$ cat src/rtl/ssd1306_pkg.sv
// rtl/ssd1306_pkg.sv - shared opcodes, reset defaults and decoder types for the SSD1306 receiver
package ssd1306_pkg;

    // Command opcodes understood by the decoder
    localparam logic [7:0] CMD_CONTRAST    = 8'h81;
    localparam logic [7:0] CMD_ADDR_MODE   = 8'h20;
    localparam logic [7:0] CMD_COL_RANGE   = 8'h21;
    localparam logic [7:0] CMD_PAGE_RANGE  = 8'h22;
    localparam logic [7:0] CMD_MUX_RATIO   = 8'hA8;
    localparam logic [7:0] CMD_DISP_OFFSET = 8'hD3;
    localparam logic [7:0] CMD_CLK_DIV     = 8'hD5;
    localparam logic [7:0] CMD_PRECHARGE   = 8'hD9;
    localparam logic [7:0] CMD_VCOMH       = 8'hDB;
    localparam logic [7:0] CMD_CHARGE_PUMP = 8'h8D;
    localparam logic [7:0] CMD_DISP_OFF    = 8'hAE;
    localparam logic [7:0] CMD_DISP_ON     = 8'hAF;
    localparam logic [7:0] CMD_NORMAL      = 8'hA6;
    localparam logic [7:0] CMD_INVERT      = 8'hA7;

    // Addressing modes; 2'b11 is stored as written but behaves like page mode
    localparam logic [1:0] ADDR_MODE_HORIZ = 2'b00;
    localparam logic [1:0] ADDR_MODE_VERT  = 2'b01;
    localparam logic [1:0] ADDR_MODE_PAGE  = 2'b10;

    // Reset defaults
    localparam logic [7:0] DEF_CONTRAST    = 8'h7F;
    localparam logic [1:0] DEF_ADDR_MODE   = ADDR_MODE_PAGE;
    localparam logic [6:0] DEF_COL_START   = 7'd0;
    localparam logic [6:0] DEF_COL_END     = 7'd127;
    localparam logic [2:0] DEF_PAGE_START  = 3'd0;
    localparam logic [2:0] DEF_PAGE_END    = 3'd7;

    typedef enum logic [1:0] {
        ST_IDLE = 2'd0,
        ST_ARG1 = 2'd1,
        ST_ARG2 = 2'd2
    } dec_state_t;

    // Number of argument bytes that follow a command opcode
    function automatic logic [1:0] arg_count(input logic [7:0] op);
        case (op)
            CMD_CONTRAST, CMD_ADDR_MODE, CMD_MUX_RATIO, CMD_DISP_OFFSET,
            CMD_CLK_DIV, CMD_PRECHARGE, CMD_VCOMH, CMD_CHARGE_PUMP: arg_count = 2'd1;
            CMD_COL_RANGE, CMD_PAGE_RANGE:                          arg_count = 2'd2;
            default:                                                arg_count = 2'd0;
        endcase
    endfunction

endpackage

$ cat src/rtl/ssd1306_spi_receiver_if.sv
// rtl/ssd1306_spi_receiver_if.sv - 4-wire write-only SSD1306 SPI link plus display reset pin
// master: the OLED driver side (drives all pins); slave: the display model (samples all pins)
interface ssd1306_spi_receiver_if;
    logic i_sclk;   // SPI clock, data sampled on rising edge
    logic i_sdin;   // SPI data, MSB first
    logic i_cs;     // chip select, active low
    logic i_dc;     // 0 = command byte, 1 = data byte
    logic i_res_n;  // display reset, active low

    modport master (output i_sclk, i_sdin, i_cs, i_dc, i_res_n);
    modport slave  (input  i_sclk, i_sdin, i_cs, i_dc, i_res_n);
endinterface

$ cat src/rtl/spi_byte_deserializer.sv
// rtl/spi_byte_deserializer.sv - oversampling SPI byte deserialiser with input synchronisers
// Ports: clk/reset; raw link pins i_sclk/i_sdin/i_cs/i_dc/i_res_n;
//        o_res_n_s synced reset pin; o_byte_valid pulse with o_byte and o_byte_is_data
module spi_byte_deserializer #(
    parameter int SYNC_STAGES = 2
) (
    input  logic       clk,
    input  logic       reset,
    input  logic       i_sclk,
    input  logic       i_sdin,
    input  logic       i_cs,
    input  logic       i_dc,
    input  logic       i_res_n,
    output logic       o_res_n_s,
    output logic       o_byte_valid,
    output logic [7:0] o_byte,
    output logic       o_byte_is_data
);

    logic [SYNC_STAGES-1:0] r_sclk_sync, r_sdin_sync, r_cs_sync, r_dc_sync, r_res_n_sync;
    logic       r_sclk_prev;
    logic [7:0] r_shift;
    logic [2:0] r_bit_cnt;
    logic       r_done;
    logic       r_dc_latched;

    logic w_sclk_s, w_sdin_s, w_cs_s, w_dc_s, w_rise, w_clear;

    // Synchronisers only see the system reset; the synced res_n must keep
    // tracking the pin while it holds the rest of the block in defaults.
    // cs idles high and res_n idles asserted so nothing is decoded before the
    // link has propagated through the chain.
    always_ff @(posedge clk) begin
        if (reset) begin
            r_sclk_sync  <= '0;
            r_sdin_sync  <= '0;
            r_cs_sync    <= '1;
            r_dc_sync    <= '0;
            r_res_n_sync <= '0;
        end else begin
            r_sclk_sync  <= {r_sclk_sync[SYNC_STAGES-2:0],  i_sclk};
            r_sdin_sync  <= {r_sdin_sync[SYNC_STAGES-2:0],  i_sdin};
            r_cs_sync    <= {r_cs_sync[SYNC_STAGES-2:0],    i_cs};
            r_dc_sync    <= {r_dc_sync[SYNC_STAGES-2:0],    i_dc};
            r_res_n_sync <= {r_res_n_sync[SYNC_STAGES-2:0], i_res_n};
        end
    end

    assign w_sclk_s  = r_sclk_sync[SYNC_STAGES-1];
    assign w_sdin_s  = r_sdin_sync[SYNC_STAGES-1];
    assign w_cs_s    = r_cs_sync[SYNC_STAGES-1];
    assign w_dc_s    = r_dc_sync[SYNC_STAGES-1];
    assign o_res_n_s = r_res_n_sync[SYNC_STAGES-1];
    assign w_rise    = w_sclk_s & ~r_sclk_prev;
    assign w_clear   = reset | ~o_res_n_s;

    always_ff @(posedge clk) begin
        if (w_clear) begin
            r_sclk_prev    <= 1'b0;
            r_shift        <= 8'h00;
            r_bit_cnt      <= 3'd0;
            r_done         <= 1'b0;
            r_dc_latched   <= 1'b0;
            o_byte_valid   <= 1'b0;
            o_byte         <= 8'h00;
            o_byte_is_data <= 1'b0;
        end else begin
            r_sclk_prev  <= w_sclk_s;
            r_done       <= 1'b0;
            o_byte_valid <= r_done;
            if (r_done) begin
                o_byte         <= r_shift;
                o_byte_is_data <= r_dc_latched;
            end
            // cs high wins over a coincident edge, dropping the partial byte
            if (w_cs_s) begin
                r_bit_cnt <= 3'd0;
            end else if (w_rise) begin
                r_shift   <= {r_shift[6:0], w_sdin_s};
                r_bit_cnt <= r_bit_cnt + 3'd1;
                if (r_bit_cnt == 3'd7) begin
                    r_done       <= 1'b1;
                    r_dc_latched <= w_dc_s;
                end
            end
        end
    end

endmodule

$ cat src/rtl/ssd1306_spi_receiver.sv
// rtl/ssd1306_spi_receiver.sv - SSD1306 display-side SPI responder: command decode and framebuffer writes
// Ports: clk/reset; link (slave modport) carrying sclk/sdin/cs/dc/res_n;
//        byte monitor o_byte_valid/o_byte/o_byte_is_data; framebuffer o_fb_we/o_fb_addr/o_fb_wdata;
//        o_frame_done; decoded state o_display_on/o_invert/o_contrast/o_addr_mode
module ssd1306_spi_receiver
    import ssd1306_pkg::*;
#(
    parameter int SYNC_STAGES = 2,
    parameter int FB_ADDR_W   = 10
) (
    input  logic                 clk,
    input  logic                 reset,
    ssd1306_spi_receiver_if.slave link,
    output logic                 o_byte_valid,
    output logic [7:0]           o_byte,
    output logic                 o_byte_is_data,
    output logic                 o_fb_we,
    output logic [FB_ADDR_W-1:0] o_fb_addr,
    output logic [7:0]           o_fb_wdata,
    output logic                 o_frame_done,
    output logic                 o_display_on,
    output logic                 o_invert,
    output logic [7:0]           o_contrast,
    output logic [1:0]           o_addr_mode
);

    logic w_res_n_s, w_clear, w_cmd, w_data, w_at_col_end, w_at_page_end;

    dec_state_t r_state, w_state_nx;
    logic [7:0] r_opcode, w_opcode_nx;
    logic       r_display_on, w_display_on_nx;
    logic       r_invert, w_invert_nx;
    logic [7:0] r_contrast, w_contrast_nx;
    logic [1:0] r_addr_mode, w_addr_mode_nx;
    logic [6:0] r_col_start, w_col_start_nx, r_col_end, w_col_end_nx, r_col_ptr, w_col_ptr_nx;
    logic [2:0] r_page_start, w_page_start_nx, r_page_end, w_page_end_nx, r_page_ptr, w_page_ptr_nx;

    spi_byte_deserializer #(.SYNC_STAGES(SYNC_STAGES)) u_deser (
        .clk            (clk),
        .reset          (reset),
        .i_sclk         (link.i_sclk),
        .i_sdin         (link.i_sdin),
        .i_cs           (link.i_cs),
        .i_dc           (link.i_dc),
        .i_res_n        (link.i_res_n),
        .o_res_n_s      (w_res_n_s),
        .o_byte_valid   (o_byte_valid),
        .o_byte         (o_byte),
        .o_byte_is_data (o_byte_is_data)
    );

    assign w_clear       = reset | ~w_res_n_s;
    assign w_cmd         = o_byte_valid & ~o_byte_is_data;
    assign w_data        = o_byte_valid &  o_byte_is_data;
    assign w_at_col_end  = (r_col_ptr == r_col_end);
    assign w_at_page_end = (r_page_ptr == r_page_end);

    always_ff @(posedge clk) begin
        if (w_clear) begin
            r_state      <= ST_IDLE;
            r_opcode     <= 8'h00;
            r_display_on <= 1'b0;
            r_invert     <= 1'b0;
            r_contrast   <= DEF_CONTRAST;
            r_addr_mode  <= DEF_ADDR_MODE;
            r_col_start  <= DEF_COL_START;
            r_col_end    <= DEF_COL_END;
            r_page_start <= DEF_PAGE_START;
            r_page_end   <= DEF_PAGE_END;
            r_col_ptr    <= 7'd0;
            r_page_ptr   <= 3'd0;
        end else begin
            r_state      <= w_state_nx;
            r_opcode     <= w_opcode_nx;
            r_display_on <= w_display_on_nx;
            r_invert     <= w_invert_nx;
            r_contrast   <= w_contrast_nx;
            r_addr_mode  <= w_addr_mode_nx;
            r_col_start  <= w_col_start_nx;
            r_col_end    <= w_col_end_nx;
            r_page_start <= w_page_start_nx;
            r_page_end   <= w_page_end_nx;
            r_col_ptr    <= w_col_ptr_nx;
            r_page_ptr   <= w_page_ptr_nx;
        end
    end

    always_comb begin
        w_state_nx       = r_state;
        w_opcode_nx      = r_opcode;
        w_display_on_nx  = r_display_on;
        w_invert_nx      = r_invert;
        w_contrast_nx    = r_contrast;
        w_addr_mode_nx   = r_addr_mode;
        w_col_start_nx   = r_col_start;
        w_col_end_nx     = r_col_end;
        w_page_start_nx  = r_page_start;
        w_page_end_nx    = r_page_end;
        w_col_ptr_nx     = r_col_ptr;
        w_page_ptr_nx    = r_page_ptr;

        // Only command bytes move the decoder; data bytes leave it waiting
        if (w_cmd) begin
            case (r_state)
                ST_IDLE: begin
                    if (arg_count(o_byte) != 2'd0) begin
                        w_state_nx  = ST_ARG1;
                        w_opcode_nx = o_byte;
                    end else begin
                        case (o_byte)
                            CMD_DISP_OFF: w_display_on_nx = 1'b0;
                            CMD_DISP_ON:  w_display_on_nx = 1'b1;
                            CMD_NORMAL:   w_invert_nx     = 1'b0;
                            CMD_INVERT:   w_invert_nx     = 1'b1;
                            default: begin
                                if (o_byte[7:3] == 5'b10110)
                                    w_page_ptr_nx = o_byte[2:0];
                                else if (o_byte[7:4] == 4'h0)
                                    w_col_ptr_nx[3:0] = o_byte[3:0];
                                else if (o_byte[7:3] == 5'b00010)
                                    w_col_ptr_nx[6:4] = o_byte[2:0];
                            end
                        endcase
                    end
                end
                ST_ARG1: begin
                    case (r_opcode)
                        CMD_CONTRAST:  w_contrast_nx  = o_byte;
                        CMD_ADDR_MODE: w_addr_mode_nx = o_byte[1:0];
                        CMD_COL_RANGE: begin
                            w_col_start_nx = o_byte[6:0];
                            w_col_ptr_nx   = o_byte[6:0];
                        end
                        CMD_PAGE_RANGE: begin
                            w_page_start_nx = o_byte[2:0];
                            w_page_ptr_nx   = o_byte[2:0];
                        end
                        default: ;
                    endcase
                    w_state_nx = (arg_count(r_opcode) == 2'd2) ? ST_ARG2 : ST_IDLE;
                end
                ST_ARG2: begin
                    if (r_opcode == CMD_COL_RANGE)
                        w_col_end_nx = o_byte[6:0];
                    else if (r_opcode == CMD_PAGE_RANGE)
                        w_page_end_nx = o_byte[2:0];
                    w_state_nx = ST_IDLE;
                end
                default: w_state_nx = ST_IDLE;
            endcase
        end

        // End-of-range checks take priority over the increment
        if (w_data) begin
            case (r_addr_mode)
                ADDR_MODE_HORIZ: begin
                    if (w_at_col_end) begin
                        w_col_ptr_nx  = r_col_start;
                        w_page_ptr_nx = w_at_page_end ? r_page_start : r_page_ptr + 3'd1;
                    end else begin
                        w_col_ptr_nx  = r_col_ptr + 7'd1;
                    end
                end
                ADDR_MODE_VERT: begin
                    if (w_at_page_end) begin
                        w_page_ptr_nx = r_page_start;
                        w_col_ptr_nx  = w_at_col_end ? r_col_start : r_col_ptr + 7'd1;
                    end else begin
                        w_page_ptr_nx = r_page_ptr + 3'd1;
                    end
                end
                default: w_col_ptr_nx = w_at_col_end ? r_col_start : r_col_ptr + 7'd1;
            endcase
        end
    end

    assign o_fb_we      = w_data;
    assign o_fb_addr    = FB_ADDR_W'({r_page_ptr, r_col_ptr});
    assign o_fb_wdata   = o_byte;
    assign o_frame_done = w_data & ((r_addr_mode == ADDR_MODE_HORIZ) | (r_addr_mode == ADDR_MODE_VERT))
                        & w_at_col_end & w_at_page_end;
    assign o_display_on = r_display_on;
    assign o_invert     = r_invert;
    assign o_contrast   = r_contrast;
    assign o_addr_mode  = r_addr_mode;

endmodule

$ cat src/flat_wrapper.sv
// flat-port wrapper written by rule: the top's interface ports become plain ports
module ssd1306_spi_receiver_flat import ssd1306_pkg::*;
#(
    parameter int SYNC_STAGES = 2,
    parameter int FB_ADDR_W   = 10
)
  (clk, reset, o_byte_valid, o_byte, o_byte_is_data, o_fb_we, o_fb_addr, o_fb_wdata, o_frame_done, o_display_on, o_invert, o_contrast, o_addr_mode, link_i_sclk, link_i_sdin, link_i_cs, link_i_dc, link_i_res_n);
  ssd1306_spi_receiver_if link_i ();
  input  logic clk;
  input  logic reset;
  output logic o_byte_valid;
  output logic [7:0] o_byte;
  output logic o_byte_is_data;
  output logic o_fb_we;
  output logic [FB_ADDR_W-1:0] o_fb_addr;
  output logic [7:0] o_fb_wdata;
  output logic o_frame_done;
  output logic o_display_on;
  output logic o_invert;
  output logic [7:0] o_contrast;
  output logic [1:0] o_addr_mode;
  input wire logic [$bits(link_i.i_sclk)-1:0] link_i_sclk;
  input wire logic [$bits(link_i.i_sdin)-1:0] link_i_sdin;
  input wire logic [$bits(link_i.i_cs)-1:0] link_i_cs;
  input wire logic [$bits(link_i.i_dc)-1:0] link_i_dc;
  input wire logic [$bits(link_i.i_res_n)-1:0] link_i_res_n;
  assign link_i.i_sclk = link_i_sclk;
  assign link_i.i_sdin = link_i_sdin;
  assign link_i.i_cs = link_i_cs;
  assign link_i.i_dc = link_i_dc;
  assign link_i.i_res_n = link_i_res_n;
  ssd1306_spi_receiver #(.SYNC_STAGES(SYNC_STAGES), .FB_ADDR_W(FB_ADDR_W)) u_core (.clk(clk), .reset(reset), .link(link_i), .o_byte_valid(o_byte_valid), .o_byte(o_byte), .o_byte_is_data(o_byte_is_data), .o_fb_we(o_fb_we), .o_fb_addr(o_fb_addr), .o_fb_wdata(o_fb_wdata), .o_frame_done(o_frame_done), .o_display_on(o_display_on), .o_invert(o_invert), .o_contrast(o_contrast), .o_addr_mode(o_addr_mode));
endmodule
$ cat config.mk
export PLATFORM = sky130hd
export DESIGN_NAME = ssd1306_spi_receiver_flat
export DESIGN_NICKNAME = d
export VERILOG_FILES = /design/src/rtl/ssd1306_pkg.sv /design/src/rtl/ssd1306_spi_receiver_if.sv /design/src/rtl/spi_byte_deserializer.sv /design/src/rtl/ssd1306_spi_receiver.sv /design/src/flat_wrapper.sv
export SDC_FILE = /design/constraint.sdc
export NUM_CORES = 1
export LEC_CHECK = 0
export CAP_MARGIN = 20
export CORE_ASPECT_RATIO = 0.6
export CORE_MARGIN = 2
export CORE_UTILIZATION = 55
export DETAILED_ROUTE_END_ITERATION = 10
export PLACE_DENSITY_LB_ADDON = 0.2
export SLEW_MARGIN = 10
export SYNTH_ARGS = -nofsm -noshare
export SYNTH_HDL_FRONTEND = slang
export SYNTH_SLANG_ARGS = --single-unit
export TNS_END_PERCENT = 50
$ cat constraint.sdc
create_clock -name clk -period 2.2 [get_ports clk]
set_clock_uncertainty 0.2 [all_clocks]
set_input_delay 0.44 -clock clk [delete_from_list [all_inputs] [get_ports clk]]
set_output_delay 0.44 -clock clk [all_outputs]
set_load 0.1 [all_outputs]
* Word-level counts from Yosys, hierarchy flattened
Cells that the tools add are included.
** Storage, ports and cells
- Register bits after elaboration :: 86
- Input port bits :: 7
- Output and inout bits :: 42
- Logic and storage cells :: 137
** Operators by class
- Add/sub/neg operators :: 3
- Equality and inequality tests :: 34
- Mux-type cells :: 35
- Bitwise gates (word level) :: 15
- Reductions and logical operators :: 25
** Operator list (number)
- $eq 8x8->1 const B :: 18
- $mux 7 :: 9
- $eq 8x6->1 const B :: 6
- $mux 3 :: 10
- $reduce_and 3->1 :: 7
- $reduce_or 8->1 :: 2
- $pmux 7 s2 :: 1
- $mux 2 :: 6
- $pmux 2 s2 :: 3
- $pmux 3 s2 :: 2
- $reduce_and 4->1 :: 3
- $add 7x1->7 const B :: 1
- $eq 7x7->1 :: 1
- $not 1->1 :: 7
- $add 3x1->3 const B :: 2
- $and 1x1->1 :: 6
- $reduce_bool 2->1 :: 3
- $reduce_or 2->1 :: 3
- $eq 5x2->1 const B :: 1
- $eq 5x5->1 const B :: 1
- $eq 2x1->1 const B :: 2
- $eq 2x2->1 const B :: 2
- $logic_not 2->1 :: 2
- $logic_not 4->1 :: 1
- 10 further kinds :: 13

* Longest topological paths before layout
Gate-level depths: netlist of run 1.
- Depth after elaboration :: 12
- Mapped depth :: 7
- Mapped depth without buffers :: 5

* Cells and area by module
From an unflattened synthesis of run 1, not the netlist that was laid out.
** Unflattened totals
- Cells, all modules :: 426
- Area total of the unflattened synthesis :: 4006.3 sq um
** By module, submodules not included
- ssd1306_spi_receiver :: times used 1, cells each 313, area an instance 2860.2 sq um, sequential area each 1041.0 sq um
- spi_byte_deserializer :: times used 1, cells each 113, area an instance 1146.1 sq um, sequential area each 680.7 sq um

* Worst setup path before layout of run 1
OpenSTA, ideal clock, no wires.
- Path kind :: register -> output
- Start :: reg u_core.r_col_ptr[5]
- End :: out o_frame_done
- Arrival :: 3.952 ns
- Data required time :: 1.560 ns
- Path slack :: -2.392 ns
- Cell stages (with the launch flop) :: 6
- Buffers on the path :: 1
- Path through :: dfxtp_1 -> clkbuf_2 -> xor2_1 -> nor4_2 -> nand2_2 -> nor3_1
** On the way
- Longest elaborated chain between the ends :: 3
** Ends and longest elaborated chain
- start: declaration :: line ssd1306_spi_receiver.sv:35 : logic [6:0] r_col_start, w_col_start_nx, r_col_end, w_col_end_nx, r_col_ptr, w_col_ptr_nx;
- start signal: assignment :: line ssd1306_spi_receiver.sv:83 : r_col_ptr <= w_col_ptr_nx;
- $eq 7x7->1 :: line ssd1306_spi_receiver.sv:55 : assign w_at_col_end = (r_col_ptr == r_col_end);
- $and 1x1->1 (2 in a row) :: line ssd1306_spi_receiver.sv:181 : & w_at_col_end & w_at_page_end;
- end: declaration :: line flat_wrapper.sv:17 : output logic o_frame_done;
Every way passes these cells.

* Worst setup path in the final report of run 1
- Start :: reg u_core.r_col_ptr[6]
- End :: out o_frame_done
Same word-level chain as after synthesis.

==> metrics.cfg, run 1 <==
[status]
outcome = finished, violations left
violations = setup timing

[logic_synthesis]
synth_warnings = 0
synth_top_area_cell = dfxtp_1
synth_commonest_cells = 86 x dfxtp_1, 66 x mux2i_1, 38 x nor2_1
synth_xor_area_frac = 0.03811
synth_compound_area_frac = 0.09316
synth_cells = 430
synth-simple-area-share = 0.2181
ys_types = 60
synthMostInstantiatedCell = dfxtp_1
synthMuxAreaShare = 0.1652
post_synth.cell_area_avg_um2 = 9.620
synth_top_area_frac = 0.4162
synth_top_family_by_area = simple AND/OR/NAND/NOR gates
ys_dominant_reg_cell = dfxtp_1
netlist_top_cells_area = dfxtp_1 42%, mux2i_1 16%, nor2_1 3.4%
yosys.area_share.adder = 0.01210
yosys_register_bits = 86
synth_edf_count = 0
syn_nets = 441
netlist_area_um2 = 4136
ys_seq_area_frac = 0.4162
synth-async-reset-ratio = 0

[sta]
rsz0062_at_grt = true
tightest_slew_ns = 0.6027
max_freq_mhz = 420.8
slew_headroom = 0.5976
period_needed_ns = 2.377
period_share = 1.080
worst_slack_ns = -0.1767
final_hold_viol_count = 0
finalSetupViolCount = 4
fin_setup_tns_ns = -0.5544
slew_violations = 0

[final_layout]
drive_gt1_frac = 0.3058
fill_cells = 531
multi_input_area_um2 = 2248
syn_to_final_growth_pct = 32.49
final_area_um2 = 5480
seqCellArea_um2 = 1770
num_antenna_cells = 0
fin_nets = 503

[floorplanning]
die_width_um = 116.0
die_h_um = 71.18
core_area_um2 = 7267
io_pins = 49
start_util = 0.5692
rows = 24
die-area_um2 = 8253

[worst_setup_path]
worstSetupStartpointType = flop
critPathSlowestCell = dfxtp_4
criticalPathCategory = reg2out
crit_arrival_ns = 1.74
worstSetupEndpointType = output pin
required_ns = 1.56
path_delay_family = simple AND/OR/NAND/NOR gates
critPathBufInv = 2
slowest_delay_ns = 0.36
crit_chain = xor2_1, nor4_2, buf_4, nand2_2, nor3_4, buf_12
crit_path_max_fanout = 4

[clock_tree]
clk_latency_ns = 0.34
cts_hold_buf = 0
cts_tree = built
cts_root_buffer = clkbuf_16
cts.clk_slew.worst_paths_ns = 0.06
htreeDepth = 3
numCtsBuffers = 9
clockBufferDepth = 2
cts.sinks = 86

[global_route]
grt_pass1_vias = 3335
grt_usage = 0.2745
grt_pass1_wl_um = 17260
grt_remaining_overflow = 0
grt_antenna_before_repair = 0
grt_max_degree = 37

[route]
wl_met2_um = 4681
drc = 0
met1_length_um = 4765
first_pass_iters = 5
vias = 3472
dr.max_layer_used = met4
initialDrtViolationCount = 257
drt-vias-per-instance = 5.777
ant_nets = 0
post_drt_wl_per_cell_um = 17.81
routed_wl_um = 10700
routed-wl-met3_um = 1140

[placed_design]
place.gp.congestion = 0.9406
place_area_um2 = 5047
dp_hpwl_um = 7623
port_buffers = 48
dp_slack_ns = 0.1013

[power_and_ir_drop]
power_leakage_nw = 2.271
power_density_nw_per_um2 = 559.3
ir_worst_vdd_uv = 516.7

[run]
drv_cap = 0

[min_path]
hold_class = reg2reg

## placed cells by master, fill, tap and decap left out, types with 2 or more instances in the layout
cell type / netlist / routed
dfxtp_2: 0 / 12
o211ai_1: 7 / 7
or4_1: 2 / 2
clkinv_2: 0 / 4
a31oi_1: 3 / 3
buf_4: 12 / 51
o21ai_1: 4 / 5
a2111oi_2: 2 / 2
nor3_1: 7 / 4
mux2i_1: 66 / 65
and2_1: 6 / 6
o22ai_2: 0 / 3
inv_1: 4 / 4
o21ai_0: 3 / 2
nor3_4: 1 / 2
o22ai_1: 8 / 5
nand4_1: 4 / 4
xor2_1: 8 / 8
nand2b_1: 5 / 5
clkdlybuf4s50_1: 0 / 6
nand4b_1: 2 / 2
or2_2: 3 / 3
nand3_1: 19 / 19
nor2_1: 38 / 38
clkbuf_16: 0 / 10
ha_1: 4 / 4
nand2_1: 37 / 37
a21oi_1: 15 / 14
dfxtp_4: 0 / 9
nor2b_1: 16 / 15
buf_12: 0 / 29
dfxtp_1: 86 / 65
nor3_2: 0 / 2
and3_1: 3 / 3
mux2_2: 2 / 2
o32a_1: 2 / 2
nand4_4: 2 / 2
xnor2_1: 10 / 10
## path summary, 6_finish.rpt
check / start / to / slack [ns] / depth (start not counted)
setup / recovery: u_core.r_col_ptr[6]$_SDFF_PP0_ / o_frame_done / -0.18 / 6
hold / removal: u_core.u_deser.r_cs_sync[0]$_SDFF_PP1_ / u_core.u_deser.r_cs_sync[1]$_SDFF_PP1_ / 0.21 / 1
setup reg to reg: u_core.r_col_ptr[6]$_SDFF_PP0_ / u_core.r_page_ptr[2]$_SDFF_PP0_ / -0.13 / 12
hold reg to reg: u_core.u_deser.r_cs_sync[0]$_SDFF_PP1_ / u_core.u_deser.r_cs_sync[1]$_SDFF_PP1_ / 0.21 / 1
## state kept, by name, summed over array words and instances, names as in the netlist, 3 cells and up
name / count
u_core.r_col_start: 7
u_core.u_deser.o_byte: 8
u_core.o_contrast: 8
u_core.r_col_ptr: 7
u_core.u_deser.r_bit_cnt: 3
u_core.u_deser.r_shift: 8
u_core.r_page_ptr: 3
u_core.r_opcode: 8
u_core.r_page_end: 3
u_core.r_col_end: 7
u_core.r_page_start: 3
## worst register-to-register path: cells and delay by family, from the launching register on
kind            cells  cell delay (ns)
buf+inv             7             0.73
xor+xnor            1             0.17
compound gates      2             0.17
simple gates        2             0.63
flops               1             0.36
## where the power goes
part            total, W  switching, W  internal [W]
Clock            0.00146      0.000602      0.000860
Combinational  0.0000463     0.0000227     0.0000235
Sequential       0.00156    0.00000259       0.00155
Total            0.00306      0.000627       0.00244
## per-stage QoR
step	hold WS, ns	instances	total power, W	util
floorplan	0.1895	430	0.001615	-
global placement	0.1912	574	0.001636	0.6946
detailed placement	0.1989	574	0.001637	0.6946
CTS	0.2129	597	0.003091	0.7429
global route	0.2339	601	0.003160	0.7541
finish	0.2089	601	0.003065	0.7541
## logic make-up (layout without fill, tap and decap cells)
logic type | Yosys count | in the layout
multiplexers | 68 | 68
AND/OR/NAND/NOR | 161 | 161
buffers and inverters | 39 | 106
XOR/XNOR | 18 | 18
adder cells (fa/ha/maj) | 4 | 4
flip-flops | 86 | 86
AO/OA/AOI/OAI | 54 | 54
## metal layers
| layer | GRT usage | vias to the layer above |
|---|---|---|
| li1 | - | 1638 |
| met1 | 0.3899 | 1669 |
| met2 | 0.4042 | 154 |
| met3 | 0.1028 | 11 |
| met4 | 0.05159 | 0 |
| met5 | 0 | - |
## cell type report
cell class                      instances  share of cell area
Tap cell                              104             0.02374
Sequential cell                        86              0.3231
Inverter                                4            0.002740
Clock inverter                          5            0.005251
Clock buffer                           11             0.04817
Timing Repair Buffer                   86              0.1868
Multi-Input combinational cell        305              0.4103
## timing repair
action,4_1_cts,5_1_grt
pin swaps,2,2
setup buffers,7,4
resized for setup,2,10
endpoints found under the setup margin,1,6
Note: power is estimated with default switching activity, not from simulation.
==> run 2, diff against run 1 <==
--- a/config.mk
+++ b/config.mk
@@ -15,4 +15,3 @@
 export SYNTH_ARGS = -nofsm -noshare
 export SYNTH_HDL_FRONTEND = slang
 export SYNTH_SLANG_ARGS = --single-unit
-export TNS_END_PERCENT = 50
==> run 2 against run 1 <==
Effect of this change: final cell count unchanged; critical path depth up 6; global-route usage unchanged; first-iteration DRC count down 4.7%; the flow still finishes with violations (setup timing); worst hold slack about the same; maximum frequency down 1.6%; flip-flop and latch count unchanged; register-to-register slack worse by 0.08 ns; worst setup slack worse by 0.038 ns; final area about the same.
==> metrics.cfg, run 2 (synthesis results as in run 1) <==
[clock_tree]
cts.sinks = 86  ; unchanged
numCtsBuffers = 9  ; unchanged
clockBufferDepth = 2  ; unchanged
cts.clk_slew.worst_paths_ns = 0.06  ; about the same
cts_tree = built
cts_root_buffer = clkbuf_16
clk_latency_ns = 0.34  ; about the same
htreeDepth = 3  ; unchanged
cts_hold_buf = 0  ; unchanged

[route]
drt-vias-per-instance = 5.842  ; +1.1%
initialDrtViolationCount = 245  ; -4.7%
ant_nets = 0  ; unchanged
drc = 0  ; unchanged
first_pass_iters = 4  ; -1
vias = 3511  ; +1.1%
post_drt_wl_per_cell_um = 17.97  ; +0.89%
routed_wl_um = 10800  ; +0.89%

[sta]
period_share = 1.098  ; +0.01734
period_needed_ns = 2.415  ; +0.03815 ns
max_freq_mhz = 414.1  ; -1.6%
rsz0062_at_grt = true
slew_violations = 0  ; unchanged
worst_slack_ns = -0.2149  ; -0.03815 ns
tightest_slew_ns = 0.5975  ; -0.005266 ns
finalSetupViolCount = 4  ; unchanged
final_hold_viol_count = 0  ; unchanged
slew_headroom = 0.6011  ; +0.003516

[global_route]
grt_remaining_overflow = 0  ; unchanged
grt_max_degree = 37  ; unchanged
grt_usage = 0.2745  ; unchanged
grt_pass1_vias = 3335  ; unchanged
grt_pass1_wl_um = 17260  ; unchanged
grt_antenna_before_repair = 0  ; unchanged

[worst_setup_path]
crit_arrival_ns = 2.48  ; +0.74 ns
cp_common_cell = buf_4
crit_path_max_fanout = 4  ; unchanged
required_ns = 2.27  ; +0.71 ns
critPathSlowestCell = or3_4
slowest_delay_ns = 0.37  ; about the same
criticalPathCategory = reg2reg
worstSetupEndpointType = flop
worstSetupStartpointType = flop
crit_chain = xor2_1, nor4_2, buf_4, buf_4, buf_4, buf_4, buf_4, buf_4, buf_4, a21oi_2, or3_4, o22ai_2

[placed_design]
port_buffers = 48  ; unchanged
place_area_um2 = 5047  ; unchanged
dp_hpwl_um = 7623  ; unchanged
dp_cells = 574  ; unchanged
place.gp.congestion = 0.9406  ; unchanged

[final_layout]
fin_nets = 503  ; unchanged
instances_no_fill = 601  ; unchanged
postLayoutCoreUtil = 0.7548  ; about the same
num_antenna_cells = 0  ; unchanged
final_area_um2 = 5485  ; about the same
layout_common_cells = 65 x mux2i_1, 65 x dfxtp_1, 51 x buf_4
syn_to_final_growth_pct = 32.61  ; about the same
drive_gt1_frac = 0.3058  ; unchanged

[floorplanning]
rows = 24  ; unchanged
core_area_um2 = 7267  ; unchanged
die_width_um = 116.0  ; unchanged
start_util = 0.5692  ; unchanged
die-area_um2 = 8253  ; unchanged
die_h_um = 71.18  ; unchanged
io_pins = 49  ; unchanged

[status]
violations = setup timing
outcome = finished, violations left

[min_path]
hold_class = reg2reg

[power_and_ir_drop]
power_leakage_nw = 2.287  ; +0.72%
power_density_nw_per_um2 = 559.9  ; +0.11%
ir_worst_vdd_uv = 523.3  ; +1.3%

[run]
drv_cap = 0  ; unchanged

-- run 2: final timing paths --
kind	from	to	slack (ns)	cells past startpoint
worst max-delay path	u_core.r_col_ptr[6]$_SDFF_PP0_	u_core.r_page_ptr[2]$_SDFF_PP0_	-0.21	12
worst min-delay path	u_core.u_deser.r_cs_sync[0]$_SDFF_PP1_	u_core.u_deser.r_cs_sync[1]$_SDFF_PP1_	0.21	1
worst max register to register	u_core.r_col_ptr[6]$_SDFF_PP0_	u_core.r_page_ptr[2]$_SDFF_PP0_	-0.21	12
worst min register to register	u_core.u_deser.r_cs_sync[0]$_SDFF_PP1_	u_core.u_deser.r_cs_sync[1]$_SDFF_PP1_	0.21	1
-- run 2: stage by stage --
step / TNS [ns] / setup WS, ns / hold slack (ns) / total power (W)
final: -0.7604 / -0.2149 / 0.2091 / 0.003071
after floorplan: -0.5844 / -0.5844 / 0.1895 / 0.001615
after global placement: 0 / 0.1383 / 0.1912 / 0.001636
after CTS: -0.4851 / -0.1591 / 0.2129 / 0.003091
after global routing: -0.9315 / -0.2481 / 0.2339 / 0.003160
after detailed placement: 0 / 0.1013 / 0.1989 / 0.001637
-- run 2: layout make-up --
cell class	count	area [um2]
Multi-Input combinational cell	305	2253
Inverter	4	15.01
Sequential cell	86	1770
Tap cell	104	130.1
Clock buffer	11	264.0
Clock inverter	5	28.78
Timing Repair Buffer	86	1023
Fill cell	531	1782
-- run 2: what timing repair did --
action | in CTS | in global routing
gates resized for setup | 2 | 11
buffers inserted | 7 | 4
endpoints found under the setup margin | 1 | 6
pin swaps | 2 | 2
-- run 2: layer usage --
| metal | track usage | vias to the layer above | share of wire |
|---|---|---|---|
| met5 | 0 | - | 0 |
| met4 | 0.05159 | 0 | 0.020 |
| met3 | 0.1028 | 25 | 0.10 |
| met2 | 0.4042 | 157 | 0.44 |
| met1 | 0.3899 | 1691 | 0.44 |
| li1 | - | 1638 | - |
-- run 2: critical path, delay by kind of cell, from the launching register on --
kind            cells  cell delay [ns]
buf+inv             7             0.79
simple gates        2             0.63
flops               1             0.36
compound gates      2             0.20
xor+xnor            1             0.17
-- run 2: power breakdown --
group | total (W) | switching [W] | internal [W]
combinational | 0.0000462 | 0.0000226 | 0.0000235
clock | 0.00147 | 0.000608 | 0.000860
sequential | 0.00156 | 0.00000260 | 0.00155
total | 0.00307 | 0.000634 | 0.00244
